--- src/rtl/buttons_pkg.sv ---
// rtl/buttons_pkg.sv - shared hold FSM encoding and counter width helpers for the button bank
package buttons_pkg;

  typedef enum logic [1:0] {
    IDLE      = 2'd0,
    WAIT_HOLD = 2'd1,
    REPEAT    = 2'd2
  } hold_state_t;

  function automatic int hold_cnt_width(input int hold_ticks, input int repeat_ticks);
    int m;
    m = (hold_ticks > repeat_ticks) ? hold_ticks : repeat_ticks;
    return (m < 1) ? 1 : $clog2(m + 1);
  endfunction

  function automatic int dbnc_cnt_width(input int ticks);
    return (ticks <= 1) ? 1 : $clog2(ticks);
  endfunction

endpackage

--- src/rtl/button_channel.sv ---
// rtl/button_channel.sv - one channel: synchroniser, debounce, edge pulses and long-press FSM
module button_channel
  import buttons_pkg::*;
#(
  parameter int SYNC_STAGES      = 2,
  parameter int DEBOUNCING_TICKS = 4,
  parameter int HOLD_TICKS       = 1000,
  parameter int REPEAT_TICKS     = 200
) (
  input  logic clk,
  input  logic rst,
  input  logic norm,
  output logic pressed,
  output logic press_pulse,
  output logic release_pulse,
  output logic hold_pulse
);

  localparam int DCW = dbnc_cnt_width(DEBOUNCING_TICKS);
  localparam int HCW = hold_cnt_width(HOLD_TICKS, REPEAT_TICKS);
  localparam logic [DCW-1:0] DB_LAST = DCW'(DEBOUNCING_TICKS - 1);
  localparam logic [DCW-1:0] DB_ONE  = DCW'(1);
  localparam logic [HCW-1:0] HOLD_V  = HCW'(HOLD_TICKS);
  localparam logic [HCW-1:0] REP_V   = HCW'(REPEAT_TICKS);
  localparam logic [HCW-1:0] HC_ONE  = HCW'(1);

  logic [SYNC_STAGES-1:0] sync_q;
  logic                   synced;
  logic                   stable;
  logic [DCW-1:0]         cnt;
  hold_state_t            state;
  logic [HCW-1:0]         hc;
  logic                   accept;
  logic                   press_ev;
  logic                   rel_ev;

  assign synced   = sync_q[SYNC_STAGES-1];
  assign accept   = (synced != stable) && (cnt == DB_LAST);
  assign press_ev = accept & synced;
  assign rel_ev   = accept & ~synced;
  assign pressed  = stable;

  always_ff @(posedge clk) begin
    if (rst) begin
      sync_q <= '0;
    end else begin
      sync_q <= {sync_q[SYNC_STAGES-2:0], norm};
    end
  end

  always_ff @(posedge clk) begin
    if (rst) begin
      stable        <= 1'b0;
      cnt           <= '0;
      press_pulse   <= 1'b0;
      release_pulse <= 1'b0;
    end else begin
      press_pulse   <= 1'b0;
      release_pulse <= 1'b0;
      if (synced == stable) begin
        cnt <= '0;
      end else if (accept) begin
        stable        <= synced;
        cnt           <= '0;
        press_pulse   <= synced;
        release_pulse <= ~synced;
      end else begin
        cnt <= cnt + DB_ONE;
      end
    end
  end

  // The FSM reacts to the accept event itself, so hc is already 1 in the press_pulse cycle
  // and a match at hc == N lands the registered hold_pulse exactly N cycles after press_pulse.
  always_ff @(posedge clk) begin
    if (rst) begin
      state      <= IDLE;
      hc         <= '0;
      hold_pulse <= 1'b0;
    end else begin
      hold_pulse <= 1'b0;
      case (state)
        IDLE: begin
          if (press_ev) begin
            state <= WAIT_HOLD;
            hc    <= HC_ONE;
          end
        end
        WAIT_HOLD: begin
          if (rel_ev) begin
            state <= IDLE;
            hc    <= '0;
          end else if (hc == HOLD_V) begin
            hold_pulse <= 1'b1;
            if (REPEAT_TICKS == 0) begin
              hc <= '0;
            end else begin
              state <= REPEAT;
              hc    <= HC_ONE;
            end
          end else if (hc != '0) begin
            hc <= hc + HC_ONE;
          end
        end
        REPEAT: begin
          if (rel_ev) begin
            state <= IDLE;
            hc    <= '0;
          end else if (hc == REP_V) begin
            hold_pulse <= 1'b1;
            hc         <= HC_ONE;
          end else begin
            hc <= hc + HC_ONE;
          end
        end
        default: begin
          state <= IDLE;
          hc    <= '0;
        end
      endcase
    end
  end

endmodule

--- src/rtl/button_bank.sv ---
// rtl/button_bank.sv - N-channel debounced pushbutton block with press/release/hold events
module button_bank
  import buttons_pkg::*;
#(
  parameter int CHANNELS         = 4,
  parameter int ACTIVE_LOW       = 1,
  parameter int SYNC_STAGES      = 2,
  parameter int DEBOUNCING_TICKS = 4,
  parameter int HOLD_TICKS       = 1000,
  parameter int REPEAT_TICKS     = 200
) (
  input  logic                clk,
  input  logic                rst,
  input  logic [CHANNELS-1:0] button_pins,
  output logic [CHANNELS-1:0] pressed,
  output logic [CHANNELS-1:0] press_pulse,
  output logic [CHANNELS-1:0] release_pulse,
  output logic [CHANNELS-1:0] hold_pulse
);

  logic [CHANNELS-1:0] norm;

  assign norm = (ACTIVE_LOW != 0) ? ~button_pins : button_pins;

  for (genvar g = 0; g < CHANNELS; g++) begin : g_ch
    button_channel #(
      .SYNC_STAGES      (SYNC_STAGES),
      .DEBOUNCING_TICKS (DEBOUNCING_TICKS),
      .HOLD_TICKS       (HOLD_TICKS),
      .REPEAT_TICKS     (REPEAT_TICKS)
    ) u_ch (
      .clk           (clk),
      .rst           (rst),
      .norm          (norm[g]),
      .pressed       (pressed[g]),
      .press_pulse   (press_pulse[g]),
      .release_pulse (release_pulse[g]),
      .hold_pulse    (hold_pulse[g])
    );
  end

endmodule

--- config.mk ---
export PLATFORM = sky130hd
export DESIGN_NAME = button_bank
export DESIGN_NICKNAME = d
export VERILOG_FILES = /design/src/rtl/buttons_pkg.sv /design/src/rtl/button_channel.sv /design/src/rtl/button_bank.sv
export SDC_FILE = /design/constraint.sdc
export NUM_CORES = 1
export LEC_CHECK = 0
export BUFFER_PORTS_ARGS = -buffer_cell sky130_fd_sc_hd__buf_2
export CAP_MARGIN = 20
export CORE_ASPECT_RATIO = 0.5
export CORE_MARGIN = 2
export CORE_UTILIZATION = 31
export CTS_BUF_LIST = sky130_fd_sc_hd__clkbuf_8
export DETAILED_ROUTE_END_ITERATION = 10
export SYNTH_ARGS = -nofsm -noshare
export SYNTH_HDL_FRONTEND = slang
export SYNTH_SLANG_ARGS = --single-unit
--- constraint.sdc ---
create_clock -name clk -period 5 [get_ports clk]
set_clock_uncertainty 0.1 [all_clocks]
set_input_delay 0 -clock clk [delete_from_list [all_inputs] [get_ports clk]]
set_output_delay 0 -clock clk [all_outputs]
set_load 0.02 [all_outputs]
# Word level (Yosys, flattened, before mapping)
# Index checks and enable logic that the tools add are counted.
# Widths: inputs -> output; s select.
# totals
register_bits	80
inputBits	6
word_cells	205
out_inout_bits	16
# op_classes
n_reduce_logical	32
muxes	68
eq_ne	44
addsub	8
n_bitwise	21
# ops
operator	count
$mux 10	24
$pmux 10 s3	4
$add 10x1->10 const B	4
$eq 10x10->1 const B	4
$eq 10x8->1 const B	4
$reduce_bool 10->1	4
$mux 2	16
$pmux 2 s3	4
$reduce_or 3->1	8
$eq 2x2->1 const B	8
$mux 1	16
$ne 2x1->1 const B	8
$ne 4x1->1 const B	4
$reduce_and 2->1	8
$ne 3x1->1 const B	4
$not 1->1	12
$reduce_and 3->1	4
$add 2x1->2 const B	4
$and 1x1->1	8
$eq 2x1->1 const B	4
$logic_not 2->1	4
$pmux 1 s2	4
$eq 1x1->1	4
$logic_and 1x1->1	4
2 further kinds	5

# Depth between registers and ports, before layout
# logic_depth
word_depth	5
ltp_mapped	8

# Cells and area by module
# Synthesis repeated with hierarchy kept, for this count alone.
# unflattened
cells_unflattened	564
hier_area_um2	4754.6
# by_module_without_submodules
module	cells_per_inst	area_each_um2	seq_area_each_um2	n_inst
button_channel	140	1184.9	400.4	4
button_bank	4	15.0	0.0	1

# Worst setup path after synthesis
# No wires, ideal clock.
# synth_timing
path_kind	flip-flop to flip-flop
startpoint	register g_ch[2].u_ch.state[1]
endpoint	register g_ch[2].u_ch.hc[4]
setup_slack_ns	2.934
arrival_ns	1.845
period_less_slack_ns	2.066
path_stages_with_launch	9
required_ns	4.779
setup_time_ns	0.121
path_cell_list	dfxtp_1 -> inv_1 -> ha_1 -> or4_1 -> a211o_1 -> and2_1 -> clkbuf_1 -> o21bai_1 -> nor2_1
# synth_between
elab_chain_len	3
elab_cells_between_ends	7
cone_classes	4 x eq/ne; 1 x mux; 2 x reduce/logical
# synth_lines
item	line_no	rtl
start, declared	button_channel.sv:31	hold_state_t state;
start signal, assigned	button_channel.sv:77	state <= IDLE;
start signal, assigned	button_channel.sv:85	state <= WAIT_HOLD;
start signal, assigned	button_channel.sv:91	state <= IDLE;
$eq 2x1->1 or $logic_not 2->1 (tied branches)	button_channel.sv:82	case (state)
$ne 4x1->1 (no source line) or $ne 2x1->1 (tied branches)	n/a	
$reduce_and 2->1 (no source line)	n/a	
end signal, assigned	button_channel.sv:102	hc <= hc + HC_ONE;
end signal, assigned	button_channel.sv:113	hc <= hc + HC_ONE;
end, declared	button_channel.sv:32	logic [HCW-1:0] hc;
# Parallel ways exist; a longest one is shown, timed or not.
# A chain may end at the register's enable or synchronous reset.

# Final worst setup path
# layout_timing
startpoint	register g_ch[1].u_ch.cnt[0]
endpoint	register g_ch[1].u_ch.hc[7]
# layout_between
elab_chain_len	5
elab_cells_between_ends	10
cone_classes	3 x eq/ne; 3 x mux; 2 x bitwise; 2 x reduce/logical
# layout_lines
item	line_no	rtl
start, declared	button_channel.sv:30	logic [DCW-1:0] cnt;
start signal, assigned	button_channel.sv:68	cnt <= cnt + DB_ONE;
$eq 2x2->1 *	button_channel.sv:38	assign accept = (synced != stable) && (cnt == DB_LAST);
$logic_and 1x1->1 *	button_channel.sv:38	
$and 1x1->1 (on tied branches)	button_channel.sv:40, button_channel.sv:39	
$mux 10, or another cell as far along	button_channel.sv:106	if (rel_ev) begin
$pmux 10 s3 or $reduce_and 2->1 (tied branches)	n/a	
end signal, assigned	button_channel.sv:102	
end signal, assigned	button_channel.sv:113	
end, declared	button_channel.sv:32	
# Mark *: on every way between the ends. The rest lies on a longest branch, timed or not.

==> metrics.txt <==
run status=complete, no violations; CP endpoint kind=flip-flop; final critical-path required period=2390 ps; Area contributors post-synth=dfxtp_1, ha_1, nor2_1, xnor2_1, buf_4; number of diodes=0; Worst R2R Setup Slack=about 2600 ps; post-route setup slack=around 2600 ps; switching power summed over all nets=roughly 0.36 mW; part of the Yosys area used for sequential elements=around 38%; Crit-path slowest cell=a2111oi_0; area of the mapped netlist=roughly 0.0042 mm2; total power consumption of the routed design=1.39 mW; number of slew-limit violations in the final report=0; crit-path max FO=4; standard cell area after detailed placement=0.00439 mm2; Synth Warn #=0; estimated wirelength of the detail-placed design=~5700 um; Post-layout nets=between 500 and 600; Tot GR Track Use=12.0%; remaining max-slew budget at the tightest pin=around 29%; Clock Root Buffer=clkbuf_8; Worst setup SP type=flip-flop; number of sinks handled by clock tree synthesis=80; area share of the largest cell type after synthesis=37.8%; relative area change from synthesis to final layout=10.1%; worst-case vdd ir drop=between 100 and 150 uV; Pwr Density=298 mW/mm2; Period Utilization, post-route=47.7%; Final TNS setup=0 ps; post-route cell area=between 0.004 and 0.005 mm2; Cells after Synth=between 400 and 500; leakage power summed over all cells=1.70 nW; Initial Util=between 30% and 40%; top cell type by total area after synthesis=dfxtp_1; Gate power share=12.8%; number of maximum-capacitance constraint violations=0; count of endpoints failing hold in the final timing report=0; antenna violations before repair=0; die extent in y=between 80 and 90 um; per-cell routed wire length=12.1 um; required time reported for the critical path endpoint=5140 ps; part of the total power dissipated in the clock network=between 30% and 40%; post-synthesis area per instance=8.71 um2; FP Rows=30; die outline area=around 0.015 mm2; total via count after detailed routing=around 3.4k; number of CTS-inserted buffers=9; die span in x=169 um; Post-Syn Nets=520; cell internal power dissipation=1.03 mW; wire length after detailed routing=about 8000 um; DRC violation count after routing=0; ratio of cells with drive above 1 in the final layout=9.78%; async set-reset flop share out of synthesis=0%; number of distinct standard cells referenced by the synthesized netlist=about 60; total of cells resized after clock tree synthesis=0; synthesized flop and latch total=80; Buffers on Ports=21; setup violators final=0; Placer Congestion=0.833; crit-path cells=ha_1 > nand3b_1 > a2111oi_0 > and3_1 > xnor2_1 > nor2_1; path category of the worst min-delay check=primary input to flip-flop; sequential share of power=48.0%; worst endpoint data arrival time=around 2500 ps; unrepaired setup endpoints after global routing=no; maximum clock rate=roughly 420 MHz; pin count of the biggest net entering global routing=67; TritonCTS clock tree=yes; clock buffer depth=2; crit-path max cell delay=between 900 and 1000 ps; sw frac=approximately 26%; antenna-violating nets left=0; vias in the first global route=~3.2k; Core Region=0.0134 mm2; transition time at the pin with the least slew margin=about 1000 ps; clock latency on the worst-skew pair=360 ps; final global-route overflow total=0; number of DRC markers in iteration 0=approximately 150; Ports=22; clk slew on worst S/H paths=roughly 80 ps; routed via count divided by cell count=between 5 and 6; non-filler instance count after layout=between 600 and 700; most frequently used flop master after synthesis=dfxtp_1; H-tree depth=3; Setup Crit Path Kind=flip-flop to flip-flop; count of TritonRoute iterations in the first routing pass=5; wire length of the first global-routing pass=roughly 15000 um; cell total after placement=657; placement-stage worst setup slack=between 2000 and 3000 ps; EDFF count, synth=0
[final timing paths]
kind | startpoint | to | depth (start not counted)
worst max-delay path | g_ch[1].u_ch.cnt[0] | g_ch[1].u_ch.hc[7] | 6
worst min-delay path | rst | g_ch[1].u_ch.sync_q[0] | 3
worst max register to register | g_ch[1].u_ch.cnt[0] | g_ch[1].u_ch.hc[7] | 6
worst min register to register | g_ch[0].u_ch.cnt[0] | g_ch[0].u_ch.cnt[0] | 1
[power by group through the flow]
| stage | combinational (mW) | sequential, mW | clock [mW] |
|---|---|---|---|
| 6_report | 0.177 | 0.667 | 0.544 |
| 5_1_grt | 0.205 | 0.670 | 0.594 |
| 4_1_cts | 0.178 | 0.667 | 0.569 |
| 3_5_place_dp | 0.174 | 0.682 | 0 |
| 3_3_place_gp | 0.174 | 0.681 | 0 |
| 2_1_floorplan | 0.138 | 0.678 | 0 |
[worst max-delay path: cells and delay by family (launching register included)]
kind | cells | cell delay, ps
AND/OR/NAND/NOR | 3 | 510
AO/OA/AOI/OAI | 1 | 960
flip-flops | 1 | 340
XOR/XNOR | 1 | 120
adder cells (fa/ha/maj) | 1 | 240
[cell type report]
cell class                 count  area [um2]
clock buffer                  11         151
clock inverter                 5        78.8
fill                        1397        8780
inverter                      32         120
multi-input combinational    347        2340
sequential                    80        1600
tap                          176         220
timing repair buffer          26         153
[Yosys cell counts, types with 3 or more instances]
library cell and instances:
o21bai_1 3, o31ai_1 5, nor2_1 53, nor2b_1 6, clkbuf_1 8, nand4_1 18
and3_1 3, nand2_1 29, nand2b_1 11, and4_1 4, ha_1 28, nor3_1 12
nor4bb_1 3, nor4_1 3, and3b_1 4, nand3b_1 12, buf_4 16, inv_1 32
a21oi_1 20, or4_1 6, a211oi_1 4, a31oi_1 8, o21ai_0 10, xor2_1 9
nand3_1 18, nand4b_1 7, xnor2_1 15, nor3b_1 4, or3_1 9, dfxtp_1 80
[layout by cell type, fill, tap and decap left out, types with 3 or more instances in the layout]
| cell type | n |
|---|---|
| dfxtp_1 | 80 |
| nor2_1 | 53 |
| inv_1 | 32 |
| nand2_1 | 29 |
| ha_1 | 28 |
| buf_2 | 21 |
| a21oi_1 | 20 |
| nand3_1 | 18 |
| nand4_1 | 18 |
| xnor2_1 | 15 |
| nor3_1 | 12 |
| nand3b_1 | 12 |
| nand2b_1 | 11 |
| clkbuf_8 | 11 |
| o21ai_0 | 10 |
| or3_1 | 9 |
| xor2_1 | 9 |
| a31oi_1 | 8 |
| nand4b_1 | 7 |
| or4_1 | 6 |
| nor2b_1 | 6 |
| o31ai_1 | 5 |
| and3b_1 | 4 |
| and4_1 | 4 |
| nor3b_1 | 4 |
| a211oi_1 | 4 |
| dlygate4sd3_1 | 4 |
| and3_1 | 3 |
| nor4_1 | 3 |
| o21bai_1 | 3 |
| nor4bb_1 | 3 |
[flip-flops by register name, indices dropped and copies added, names as in the netlist]
name	flops
g_ch.u_ch.pressed	4
g_ch.u_ch.state	8
g_ch.u_ch.cnt	8
g_ch.u_ch.release_pulse	4
g_ch.u_ch.press_pulse	4
g_ch.u_ch.sync_q	8
g_ch.u_ch.hold_pulse	4
g_ch.u_ch.hc	40
[metal layers]
layer	global-route usage, %	up-vias	wire [um]
met5	0	-	0
met4	3.96	0	116
met3	4.06	12	352
met2	19.4	62	3680
met1	15.1	1584	4040
li1	-	1743	-
[repair_timing]
action                                  in CTS  in global routing
hold buffers                                 4                  0
endpoints found under the hold margin        4                  0
endpoints found under the setup margin       0                  0
setup buffers                                0                  0
[through the flow]
| step | hold slack [ps] | utilization [%] |
|---|---|---|
| 4_1_cts | 150 | 34.7 |
| 3_5_place_dp | 56.3 | 32.7 |
| 6_report | 174 | 34.7 |
| 5_1_grt | 187 | 34.7 |
| 3_3_place_gp | 52.0 | 32.7 |
| 2_1_floorplan | -33.3 | - |
[kinds of logic (layout without fill, tap and decap cells)]
| kind of cell | after synthesis | count (layout) | share of synthesized area (%) |
|---|---|---|---|
| AND/OR/NAND/NOR | 216 | 216 | 28.9 |
| flip-flops | 80 | 80 | 37.8 |
| multiplexers | 2 | 2 | 0.473 |
| XOR/XNOR | 24 | 24 | 4.96 |
| AO/OA/AOI/OAI | 77 | 77 | 12.6 |
| buffers and inverters | 59 | 74 | 7.00 |
| adder cells (fa/ha/maj) | 28 | 28 | 8.27 |
Power figures use the tool's default switching activity.
